## src/rtl/light_source_arbiter_if.sv

```systemverilog
// Source-side request/ack signals and lamp-driver outputs of the light source arbiter.
// master = source logic and lamp driver side; slave = arbiter.
interface light_source_arbiter_if;
    logic       man_valid;
    logic [1:0] man_lum;
    logic [1:0] man_color;
    logic       rem_valid;
    logic [1:0] rem_lum;
    logic [1:0] rem_color;
    logic [1:0] auto_lum;
    logic [1:0] auto_color;
    logic       man_ack;
    logic       rem_ack;
    logic       rem_nack;
    logic [1:0] owner;
    logic [1:0] lum_out;
    logic [1:0] color_out;
    logic       ramping;

    modport master (
        output man_valid, man_lum, man_color,
        output rem_valid, rem_lum, rem_color,
        output auto_lum, auto_color,
        input  man_ack, rem_ack, rem_nack,
        input  owner, lum_out, color_out, ramping
    );

    modport slave (
        input  man_valid, man_lum, man_color,
        input  rem_valid, rem_lum, rem_color,
        input  auto_lum, auto_color,
        output man_ack, rem_ack, rem_nack,
        output owner, lum_out, color_out, ramping
    );
endinterface

```

## src/rtl/light_source_arbiter.sv

```systemverilog
// Arbitrates one lamp between manual, remote and automatic sources with timed
// ownership holds and a tick-paced one-step luminosity ramp.
module light_source_arbiter #(
    parameter int unsigned PRESCALE   = 1000,
    parameter int unsigned MAN_HOLD   = 60,
    parameter int unsigned REM_HOLD   = 30,
    parameter int unsigned RAMP_TICKS = 2
) (
    input  logic                   clk,
    input  logic                   reset,
    light_source_arbiter_if.slave  bus
);
    localparam int unsigned PW = $clog2(PRESCALE + 1);
    localparam int unsigned MW = $clog2(MAN_HOLD + 1);
    localparam int unsigned RW = $clog2(REM_HOLD + 1);
    localparam int unsigned TW = $clog2(RAMP_TICKS + 1);

    typedef enum logic [1:0] {
        OWN_AUTO   = 2'b00,
        OWN_REMOTE = 2'b01,
        OWN_MANUAL = 2'b10
    } owner_t;

    owner_t        owner_q, owner_d;
    logic [PW-1:0] pre_cnt;
    logic          tick;
    logic [MW-1:0] man_cnt;
    logic [RW-1:0] rem_cnt;
    logic [TW-1:0] ramp_cnt, ramp_d;
    logic [1:0]    man_lum_q, man_color_q, rem_lum_q, rem_color_q;
    logic [1:0]    tgt_lum, tgt_color;
    logic [1:0]    lum_q, lum_d, color_q;
    logic          ramping_q;
    logic          man_hit, rem_hit, rem_miss;
    logic          man_acc_q, rem_acc_q, rem_rej_q;
    logic          man_ack_q, rem_ack_q, rem_nack_q;

    assign tick     = (pre_cnt == PW'(PRESCALE - 1));
    assign man_hit  = bus.man_valid;
    assign rem_hit  = bus.rem_valid && !bus.man_valid && (owner_q != OWN_MANUAL);
    assign rem_miss = bus.rem_valid && !rem_hit;

    always_ff @(posedge clk or negedge reset) begin
        if (!reset) begin
            pre_cnt <= '0;
        end else if (tick) begin
            pre_cnt <= '0;
        end else begin
            pre_cnt <= pre_cnt + PW'(1);
        end
    end

    // A load on the same cycle as a tick takes precedence over the decrement.
    always_ff @(posedge clk or negedge reset) begin
        if (!reset) begin
            man_cnt     <= '0;
            rem_cnt     <= '0;
            man_lum_q   <= '0;
            man_color_q <= '0;
            rem_lum_q   <= '0;
            rem_color_q <= '0;
        end else begin
            if (man_hit) begin
                man_cnt     <= MW'(MAN_HOLD);
                man_lum_q   <= bus.man_lum;
                man_color_q <= bus.man_color;
            end else if (tick && man_cnt != '0) begin
                man_cnt <= man_cnt - MW'(1);
            end
            if (rem_hit) begin
                rem_cnt     <= RW'(REM_HOLD);
                rem_lum_q   <= bus.rem_lum;
                rem_color_q <= bus.rem_color;
            end else if (tick && rem_cnt != '0) begin
                rem_cnt <= rem_cnt - RW'(1);
            end
        end
    end

    // Acceptance is staged once more so each ack lands with the owner change it caused.
    always_ff @(posedge clk or negedge reset) begin
        if (!reset) begin
            man_acc_q  <= 1'b0;
            rem_acc_q  <= 1'b0;
            rem_rej_q  <= 1'b0;
            man_ack_q  <= 1'b0;
            rem_ack_q  <= 1'b0;
            rem_nack_q <= 1'b0;
        end else begin
            man_acc_q  <= man_hit;
            rem_acc_q  <= rem_hit;
            rem_rej_q  <= rem_miss;
            man_ack_q  <= man_acc_q;
            rem_ack_q  <= rem_acc_q;
            rem_nack_q <= rem_rej_q;
        end
    end

    always_ff @(posedge clk or negedge reset) begin
        if (!reset) begin
            owner_q <= OWN_AUTO;
        end else begin
            owner_q <= owner_d;
        end
    end

    always_comb begin
        owner_d = OWN_AUTO;
        if (man_cnt != '0) begin
            owner_d = OWN_MANUAL;
        end else if (rem_cnt != '0) begin
            owner_d = OWN_REMOTE;
        end
    end

    always_comb begin
        tgt_lum   = bus.auto_lum;
        tgt_color = bus.auto_color;
        case (owner_q)
            OWN_MANUAL: begin
                tgt_lum   = man_lum_q;
                tgt_color = man_color_q;
            end
            OWN_REMOTE: begin
                tgt_lum   = rem_lum_q;
                tgt_color = rem_color_q;
            end
            default: ;
        endcase
    end

    // Stepping only toward an in-range target keeps lum_out within 00..11.
    always_comb begin
        lum_d  = lum_q;
        ramp_d = ramp_cnt;
        if (lum_q == tgt_lum) begin
            ramp_d = '0;
        end else if (tick) begin
            if (ramp_cnt == TW'(RAMP_TICKS - 1)) begin
                ramp_d = '0;
                lum_d  = (lum_q < tgt_lum) ? lum_q + 2'd1 : lum_q - 2'd1;
            end else begin
                ramp_d = ramp_cnt + TW'(1);
            end
        end
    end

    always_ff @(posedge clk or negedge reset) begin
        if (!reset) begin
            lum_q     <= '0;
            ramp_cnt  <= '0;
            ramping_q <= 1'b0;
            color_q   <= '0;
        end else begin
            lum_q     <= lum_d;
            ramp_cnt  <= ramp_d;
            ramping_q <= (lum_d != tgt_lum);
            color_q   <= tgt_color;
        end
    end

    assign bus.man_ack   = man_ack_q;
    assign bus.rem_ack   = rem_ack_q;
    assign bus.rem_nack  = rem_nack_q;
    assign bus.owner     = owner_q;
    assign bus.lum_out   = lum_q;
    assign bus.color_out = color_q;
    assign bus.ramping   = ramping_q;
endmodule

```

## src/flat_wrapper.sv

```systemverilog
// flat-port wrapper written by rule: the top's interface ports become plain ports
module light_source_arbiter_flat 
#(
    parameter int unsigned PRESCALE   = 1000,
    parameter int unsigned MAN_HOLD   = 60,
    parameter int unsigned REM_HOLD   = 30,
    parameter int unsigned RAMP_TICKS = 2
)
  (clk, reset, bus_man_valid, bus_man_lum, bus_man_color, bus_rem_valid, bus_rem_lum, bus_rem_color, bus_auto_lum, bus_auto_color, bus_man_ack, bus_rem_ack, bus_rem_nack, bus_owner, bus_lum_out, bus_color_out, bus_ramping);
  light_source_arbiter_if bus_i ();
  input  logic clk;
  input  logic reset;
  input wire logic [$bits(bus_i.man_valid)-1:0] bus_man_valid;
  input wire logic [$bits(bus_i.man_lum)-1:0] bus_man_lum;
  input wire logic [$bits(bus_i.man_color)-1:0] bus_man_color;
  input wire logic [$bits(bus_i.rem_valid)-1:0] bus_rem_valid;
  input wire logic [$bits(bus_i.rem_lum)-1:0] bus_rem_lum;
  input wire logic [$bits(bus_i.rem_color)-1:0] bus_rem_color;
  input wire logic [$bits(bus_i.auto_lum)-1:0] bus_auto_lum;
  input wire logic [$bits(bus_i.auto_color)-1:0] bus_auto_color;
  output wire logic [$bits(bus_i.man_ack)-1:0] bus_man_ack;
  output wire logic [$bits(bus_i.rem_ack)-1:0] bus_rem_ack;
  output wire logic [$bits(bus_i.rem_nack)-1:0] bus_rem_nack;
  output wire logic [$bits(bus_i.owner)-1:0] bus_owner;
  output wire logic [$bits(bus_i.lum_out)-1:0] bus_lum_out;
  output wire logic [$bits(bus_i.color_out)-1:0] bus_color_out;
  output wire logic [$bits(bus_i.ramping)-1:0] bus_ramping;
  assign bus_i.man_valid = bus_man_valid;
  assign bus_i.man_lum = bus_man_lum;
  assign bus_i.man_color = bus_man_color;
  assign bus_i.rem_valid = bus_rem_valid;
  assign bus_i.rem_lum = bus_rem_lum;
  assign bus_i.rem_color = bus_rem_color;
  assign bus_i.auto_lum = bus_auto_lum;
  assign bus_i.auto_color = bus_auto_color;
  assign bus_man_ack = bus_i.man_ack;
  assign bus_rem_ack = bus_i.rem_ack;
  assign bus_rem_nack = bus_i.rem_nack;
  assign bus_owner = bus_i.owner;
  assign bus_lum_out = bus_i.lum_out;
  assign bus_color_out = bus_i.color_out;
  assign bus_ramping = bus_i.ramping;
  light_source_arbiter #(.PRESCALE(PRESCALE), .MAN_HOLD(MAN_HOLD), .REM_HOLD(REM_HOLD), .RAMP_TICKS(RAMP_TICKS)) u_core (.clk(clk), .reset(reset), .bus(bus_i));
endmodule
```

## config.mk

```make
export PLATFORM = sky130hd
export DESIGN_NAME = light_source_arbiter_flat
export DESIGN_NICKNAME = d
export VERILOG_FILES = /design/src/rtl/light_source_arbiter_if.sv /design/src/rtl/light_source_arbiter.sv /design/src/flat_wrapper.sv
export SDC_FILE = /design/constraint.sdc
export NUM_CORES = 1
export LEC_CHECK = 0
export BUFFER_PORTS_ARGS = -buffer_cell sky130_fd_sc_hd__buf_2
export CAP_MARGIN = 20
export CORE_MARGIN = 2
export CORE_UTILIZATION = 61
export DETAILED_ROUTE_END_ITERATION = 8
export GPL_TIMING_DRIVEN = 0
export PLACE_DENSITY = 0.85
export SYNTH_ARGS = -nofsm -noshare
export SYNTH_HDL_FRONTEND = slang
export SYNTH_SLANG_ARGS = --single-unit
export TNS_END_PERCENT = 10
```

## constraint.sdc

```tcl
create_clock -name clk -period 6.9 [get_ports clk]
set_input_delay 0.69 -clock clk [delete_from_list [all_inputs] [get_ports clk]]
set_output_delay 0.69 -clock clk [all_outputs]
set_load 0.05 [all_outputs]
```

==> results of run 1 <==
## power breakdown
| part | total [mW] | switching [mW] | internal, mW |
|---|---|---|---|
| logic | 0.0353 | 0.0230 | 0.0123 |
| registers | 0.268 | 0.00301 | 0.265 |
| clock network | 0.171 | 0.0844 | 0.0868 |
| total | 0.475 | 0.110 | 0.364 |
## sequential cells by signal (all words and copies together), names as in the netlist
name                  cells
u_core.man_cnt            6
u_core.bus.ramping        1
u_core.rem_color_q        2
u_core.bus.color_out      2
u_core.rem_acc_q          1
u_core.pre_cnt           10
u_core.rem_cnt            5
u_core.bus.rem_nack       1
u_core.rem_lum_q          2
u_core.ramp_cnt           2
u_core.man_acc_q          1
u_core.bus.rem_ack        1
u_core.bus.man_ack        1
u_core.man_lum_q          2
u_core.man_color_q        2
u_core.rem_rej_q          1
u_core.bus.lum_out        2
u_core.bus.owner          2
## worst max path at each step
stage	from	endpoint	slack, ns	depth (start not counted)
6_report	u_core.bus.owner[0]	u_core.bus.ramping	3.99	10
3_5_place_dp	u_core.bus.owner[0]	u_core.bus.ramping	4.02	10
2_1_floorplan	u_core.bus.owner[0]	u_core.bus.ramping	3.89	10
3_3_place_gp	u_core.bus.owner[0]	u_core.bus.ramping	4.06	10
5_1_grt	u_core.bus.owner[0]	u_core.bus.ramping	3.81	10
4_1_cts	u_core.bus.owner[0]	u_core.bus.ramping	3.99	10
## metal layers
| layer | global-route usage (%) | up-vias | wire length (microns) |
|---|---|---|---|
| met5 | 0 | - | 0 |
| met4 | 8.33 | 0 | 62 |
| met3 | 6.16 | 6 | 151 |
| met2 | 33.2 | 28 | 1690 |
| met1 | 26.8 | 665 | 1640 |
| li1 | - | 704 | - |
## through the flow
stage                     area (sq um)  setup slack [ns]  hold WS, ns  cells  power, mW
after floorplan                   2060              3.89        0.331    187      0.294
after global placement            2240              4.06        0.333    258      0.308
after detailed placement          2240              4.02        0.336    258      0.309
after CTS                         2330              3.99        0.366    266      0.480
after global routing              2330              3.81        0.370    266      0.497
final                             2330              3.99        0.354    266      0.475
## layout make-up
type / count / area share (%)
Clock inverter: 2 / 1.66
Inverter: 9 / 1.45
Clock buffer: 6 / 2.20
Multi-Input combinational cell: 131 / 39.0
Sequential cell: 44 / 47.2
Tap cell: 46 / 2.47
Timing Repair Buffer: 25 / 5.36
Buffer: 3 / 0.643
## synth_stat cells, types with 2 or more instances
| cell | n |
|---|---|
| or3_4 | 2 |
| a21oi_1 | 4 |
| xor2_1 | 8 |
| clkbuf_1 | 2 |
| nor3_1 | 4 |
| ha_1 | 9 |
| nand2_1 | 23 |
| a31oi_1 | 2 |
| nor2_1 | 15 |
| and2_1 | 2 |
| and3_1 | 2 |
| nand3_2 | 2 |
| nor2b_1 | 2 |
| nand3_1 | 6 |
| and2_2 | 2 |
| and3_2 | 3 |
| inv_1 | 9 |
| a22oi_1 | 3 |
| a21o_1 | 2 |
| o211ai_1 | 2 |
| mux2_2 | 4 |
| dfrtp_1 | 44 |
| xnor2_1 | 7 |
| o21ai_0 | 9 |
| nand2b_1 | 3 |
## logic make-up (layout without fill, tap and decap cells)
| family | Yosys count | in the layout | share of synthesized area [%] |
|---|---|---|---|
| flops | 44 | 44 | 53.4 |
| buf+inv | 12 | 45 | 2.37 |
| xor+xnor | 15 | 15 | 6.38 |
| fa+ha+maj | 9 | 9 | 5.46 |
| mux | 5 | 5 | 2.67 |
| simple gates | 76 | 76 | 20.8 |
| compound gates | 26 | 26 | 8.86 |
==> impl_metrics.toml, run 1 <==
[run_status]
status = "completed"

[clocking]
cts_resized = 0
htreeDepth = 2
cts_buffer_depth = 2
cts_tree = "built"
clock_latency_ns = 0.37
cts_setup_buffers = 0
cts_inserted_buffers = 5
path_clk_slew_ns = 0.13
cts_root_buf = "clkbuf_4"
cts_sinks = 44
ctsHoldBuffers = 0

[route]
post_drt_wl_per_cell_microns = 13.4
drt_iter0_drc = 78
drc_errors = 0
first_pass_iters = 4
drt-total-wl_microns = 3550
num_vias = 1403
antenna_left = 0
viasPerCell = 5.27

[worst_setup_path]
r2r-start = "u_core.bus.owner[0]"
arrival_ns = 3.17
cp.required_ns = 7.16
endpoint_kind = "register"
regToRegSetupSlack_ns = 3.99
path_common_cell = "ha_1"
ff2ff_path_depth = 10
path_cells = "inv_1, ha_1, a221o_1, o21ai_0, ha_1, nor2b_1, or3_1, a2111oi_4, xnor2_1, nand3_2"
worst_setup_path_start_kind = "register"
critPathTopFamily = "compound AO/OA/AOI/OAI gates"
slowest_delay_ns = 0.45
cp_max_fo = 8
worstReg2RegEnd = "u_core.bus.ramping"
cp.buffers_inverters = 1
crit_type = "register to register"
slowest_stage = "a2111oi_4"

[synth]
synth_area_per_cell_sq_um = 11.0
yosysUniqueCellTypes = 41
yosys_warnings = 0
synth-edff-count = 0
synth_nets = 212
synth_area_sq_mm = 0.00206
synth_top_area_share_pct = 53.4
netlist_instances = 187
ys_async_sr_fraction_pct = 100
yosysTopAreaCell = "dfrtp_1"
synth-seq-cells = 44
synth_ff_type = "dfrtp_1"
yosysSeqAreaShare_pct = 53.4
yosys-top-cells-area = "dfrtp_1, ha_1, nand2_1"

[die]
fp.coreArea_sq_mm = 0.00328
initial_utilization_pct = 62.7
row_count = 21
die_y_microns = 62.1
dieArea_sq_mm = 0.00386
io_pins = 26
die_w_microns = 62.1

[sta]
setup_violations = 0
skew_ns = 0.0108
fin_setup_tns_ns = 0
period_needed_ns = 2.91
drv_slew = 0
fmax_mhz = 344
worst_pin_slew_ns = 0.926
relSlewSlack_pct = 38.2
finalCritPeriodShare_pct = 42.2
rsz0062_at_grt = "no"
hold_viol = 0

[global_route]
grt_max_degree = 45
antenna_found_initial = 0
first_global_vias = 1344
grt-ovfl-total = 0
track_usage_pct = 20.8
grt_first_pass_wirelength_microns = 6150

[final_layout]
final_core_util_pct = 71.0
post_route_cells_drive_above_1_share_pct = 24.1
final_common_cell = "dfrtp_1"
antenna_cells = 0
final_nets = 244
multi_input_area_sq_um = 911
area.sequential_sq_mm = 0.00110
area_growth_pct = 13.2
mostFrequentLayoutCells = "dfrtp_1, buf_2, nand2_1"
num-fill-cells = 232

[place]
io_buffers = 25
gp_congestion = 0.770
hpwl_microns = 2540

[power]
peakVddDrop_mv = 0.119
leakagePower_nw = 1.05
power.density_mw_per_mm2 = 203

[min_path]
holdPathStages = 0
hp-start = "u_core.man_acc_q"
min_to = "u_core.bus.man_ack"
hold_path.class = "register to register"

[flow_run]
drv_cap = 0
Note: power is estimated with default switching activity, not from simulation.
==> run 2, diff against run 1 <==
--- a/config.mk
+++ b/config.mk
@@ -8,10 +8,10 @@
 export BUFFER_PORTS_ARGS = -buffer_cell sky130_fd_sc_hd__buf_2
 export CAP_MARGIN = 20
 export CORE_MARGIN = 2
-export CORE_UTILIZATION = 61
+export CORE_UTILIZATION = 51
 export DETAILED_ROUTE_END_ITERATION = 8
 export GPL_TIMING_DRIVEN = 0
-export PLACE_DENSITY = 0.85
+export PLACE_DENSITY = 0.76
 export SYNTH_ARGS = -nofsm -noshare
 export SYNTH_HDL_FRONTEND = slang
 export SYNTH_SLANG_ARGS = --single-unit
==> constraint.sdc (replaced) <==
create_clock -name clk -period 2.4 [get_ports clk]
set_input_delay 0.24 -clock clk [delete_from_list [all_inputs] [get_ports clk]]
set_output_delay 0.24 -clock clk [all_outputs]
set_load 0.05 [all_outputs]
==> impl_metrics.toml, run 2 (synthesis results as in run 1) <==
[sta]
drv_slew = 0
rsz0062_at_grt = "yes"
final.setup.worst_slack_ns = -0.134
hold_viol = 0
fmax_mhz = 395
setup_violations = 2
period_needed_ns = 2.53
worst_pin_slew_ns = 0.950
relSlewSlack_pct = 36.7
skew_ns = 0.00463
finalCritPeriodShare_pct = 106
hold-worst-slack_ns = 0.0847

[final_layout]
area_growth_pct = 16.9
mostFrequentLayoutCells = "dfrtp_1, buf_2, nand2_1"
final_common_cell = "dfrtp_1"
largestRegisters = "u_core.pre_cnt x10, u_core.man_cnt x6, u_core.rem_cnt x5"
regMostFlops = "u_core.pre_cnt"
final_core_util_pct = 61.1
final_cells = 274
antenna_cells = 0
final_nets = 248
post_route_cells_drive_above_1_share_pct = 29.5
largest_reg_flops = 10

[flow_run]
drv_cap = 0

[route]
antenna_left = 0
drt_iter0_drc = 110
post_drt_wl_per_cell_microns = 14.4
num_vias = 1481
drt-total-wl_microns = 3930
first_pass_iters = 4
viasPerCell = 5.41
drc_errors = 0

[place]
io_buffers = 25
gp_congestion = 0.730
hpwl_microns = 2680
placedCellCount = 262

[worst_setup_path]
path_cells = "inv_2, ha_4, a221o_1, o21ai_2, ha_4, nor2b_4, or3_4, a2111oi_4, buf_4, xor2_1"
slowest_stage = "dfrtp_2"
arrival_ns = 2.76
crit_type = "register to register"
cp.required_ns = 2.62
regToRegSetupSlack_ns = -0.13
worst_setup_path_start_kind = "register"
slowest_delay_ns = 0.43
endpoint_kind = "register"
cp.buffers_inverters = 2
path_common_cell = "ha_4"
cp_max_fo = 4
critPathTopFamily = "compound AO/OA/AOI/OAI gates"

[global_route]
track_usage_pct = 19.3
first_global_vias = 1437
grt_max_degree = 45
antenna_found_initial = 0
grt_first_pass_wirelength_microns = 6430
grt-ovfl-total = 0

[die]
die_w_microns = 67.6
fp.coreArea_sq_mm = 0.00394
initial_utilization_pct = 52.3
dieArea_sq_mm = 0.00457
die_y_microns = 67.6
io_pins = 26
row_count = 23

[clocking]
path_clk_slew_ns = 0.08
cts_root_buf = "clkbuf_8"
cts_tree = "built"
cts_sinks = 44
clock_latency_ns = 0.30
cts_inserted_buffers = 5
ctsHoldBuffers = 0
cts_buffer_depth = 2
htreeDepth = 2

[run_status]
violations = "setup timing"
status = "finished with violations"

[power]
power.density_mw_per_mm2 = 552
peakVddDrop_mv = 0.248
leakagePower_nw = 1.07

[min_path]
hold_path.class = "input pin to async pin"
## run 2: cell types whose count changed in the layout (fill, tap and decap cells not counted), moves of 3 or more
cell,delta
clkbuf_4,-5
clkbuf_8,+4
ha_1,-3
buf_4,+4
## run 2: area by class of cell
type	instances	area [sq um]
sequential	44	1100
buffer	3	15.0
inverter	9	33.8
timing repair buffer	29	155
tap	50	62.6
multi-input combinational	131	958
fill	328	1530
clock inverter	1	5.00
clock buffer	7	76.3
## run 2: worst register-to-register path, delay by kind of cell (launching register included)
family                   cells  cell delay (ns)
AO/OA/AOI/OAI                3             0.73
adder cells (fa/ha/maj)      2             0.45
AND/OR/NAND/NOR              2             0.47
flip-flops                   1             0.43
buffers and inverters        2             0.25
XOR/XNOR                     1             0.14
## run 2: per-stage QoR
stage | worst slack [ns] | power [mW] | TNS (ns) | instance area [sq um]
after global placement | -0.187 | 0.891 | -0.240 | 2280
after CTS | -0.160 | 1.34 | -0.315 | 2410
after detailed placement | -0.204 | 0.895 | -0.277 | 2280
after global routing | -0.240 | 1.38 | -0.454 | 2410
after floorplan | -0.228 | 0.850 | -0.338 | 2090
final | -0.134 | 1.33 | -0.250 | 2410
## run 2: metal layers
| metal | share of wire [%] | track usage (%) | vias up |
|---|---|---|---|
| met1 | 44 | 24.0 | 726 |
| met2 | 49 | 31.5 | 38 |
| met4 | 1.8 | 7.91 | 0 |
| met3 | 4.6 | 5.17 | 7 |
| met5 | 0 | 0 | - |
| li1 | - | - | 710 |
## run 2: final timing paths
| path | from | end | cells past startpoint |
|---|---|---|---|
| min reg2reg | u_core.man_acc_q | u_core.bus.man_ack | 0 |
| min | reset | u_core.pre_cnt[2] | 1 |
| max | u_core.bus.owner[0] | u_core.bus.lum_out[1] | 10 |
| min in group clk | bus_man_valid | u_core.man_acc_q | 1 |
| max in group asynchronous | reset | u_core.bus.owner[0] | 1 |
| max reg2reg | u_core.bus.owner[0] | u_core.bus.lum_out[1] | 10 |
## run 2: what timing repair did
action	4_1_cts	5_1_grt
hold endpoints to repair	0	0
setup buffers	4	0
endpoints found under the setup margin	2	3
resized for setup	2	1
pin swaps	4	2
## run 2: where the power goes
part           switching [mW]  internal (mW)
sequential             0.0103          0.761
clock                   0.240          0.204
combinational          0.0719         0.0415
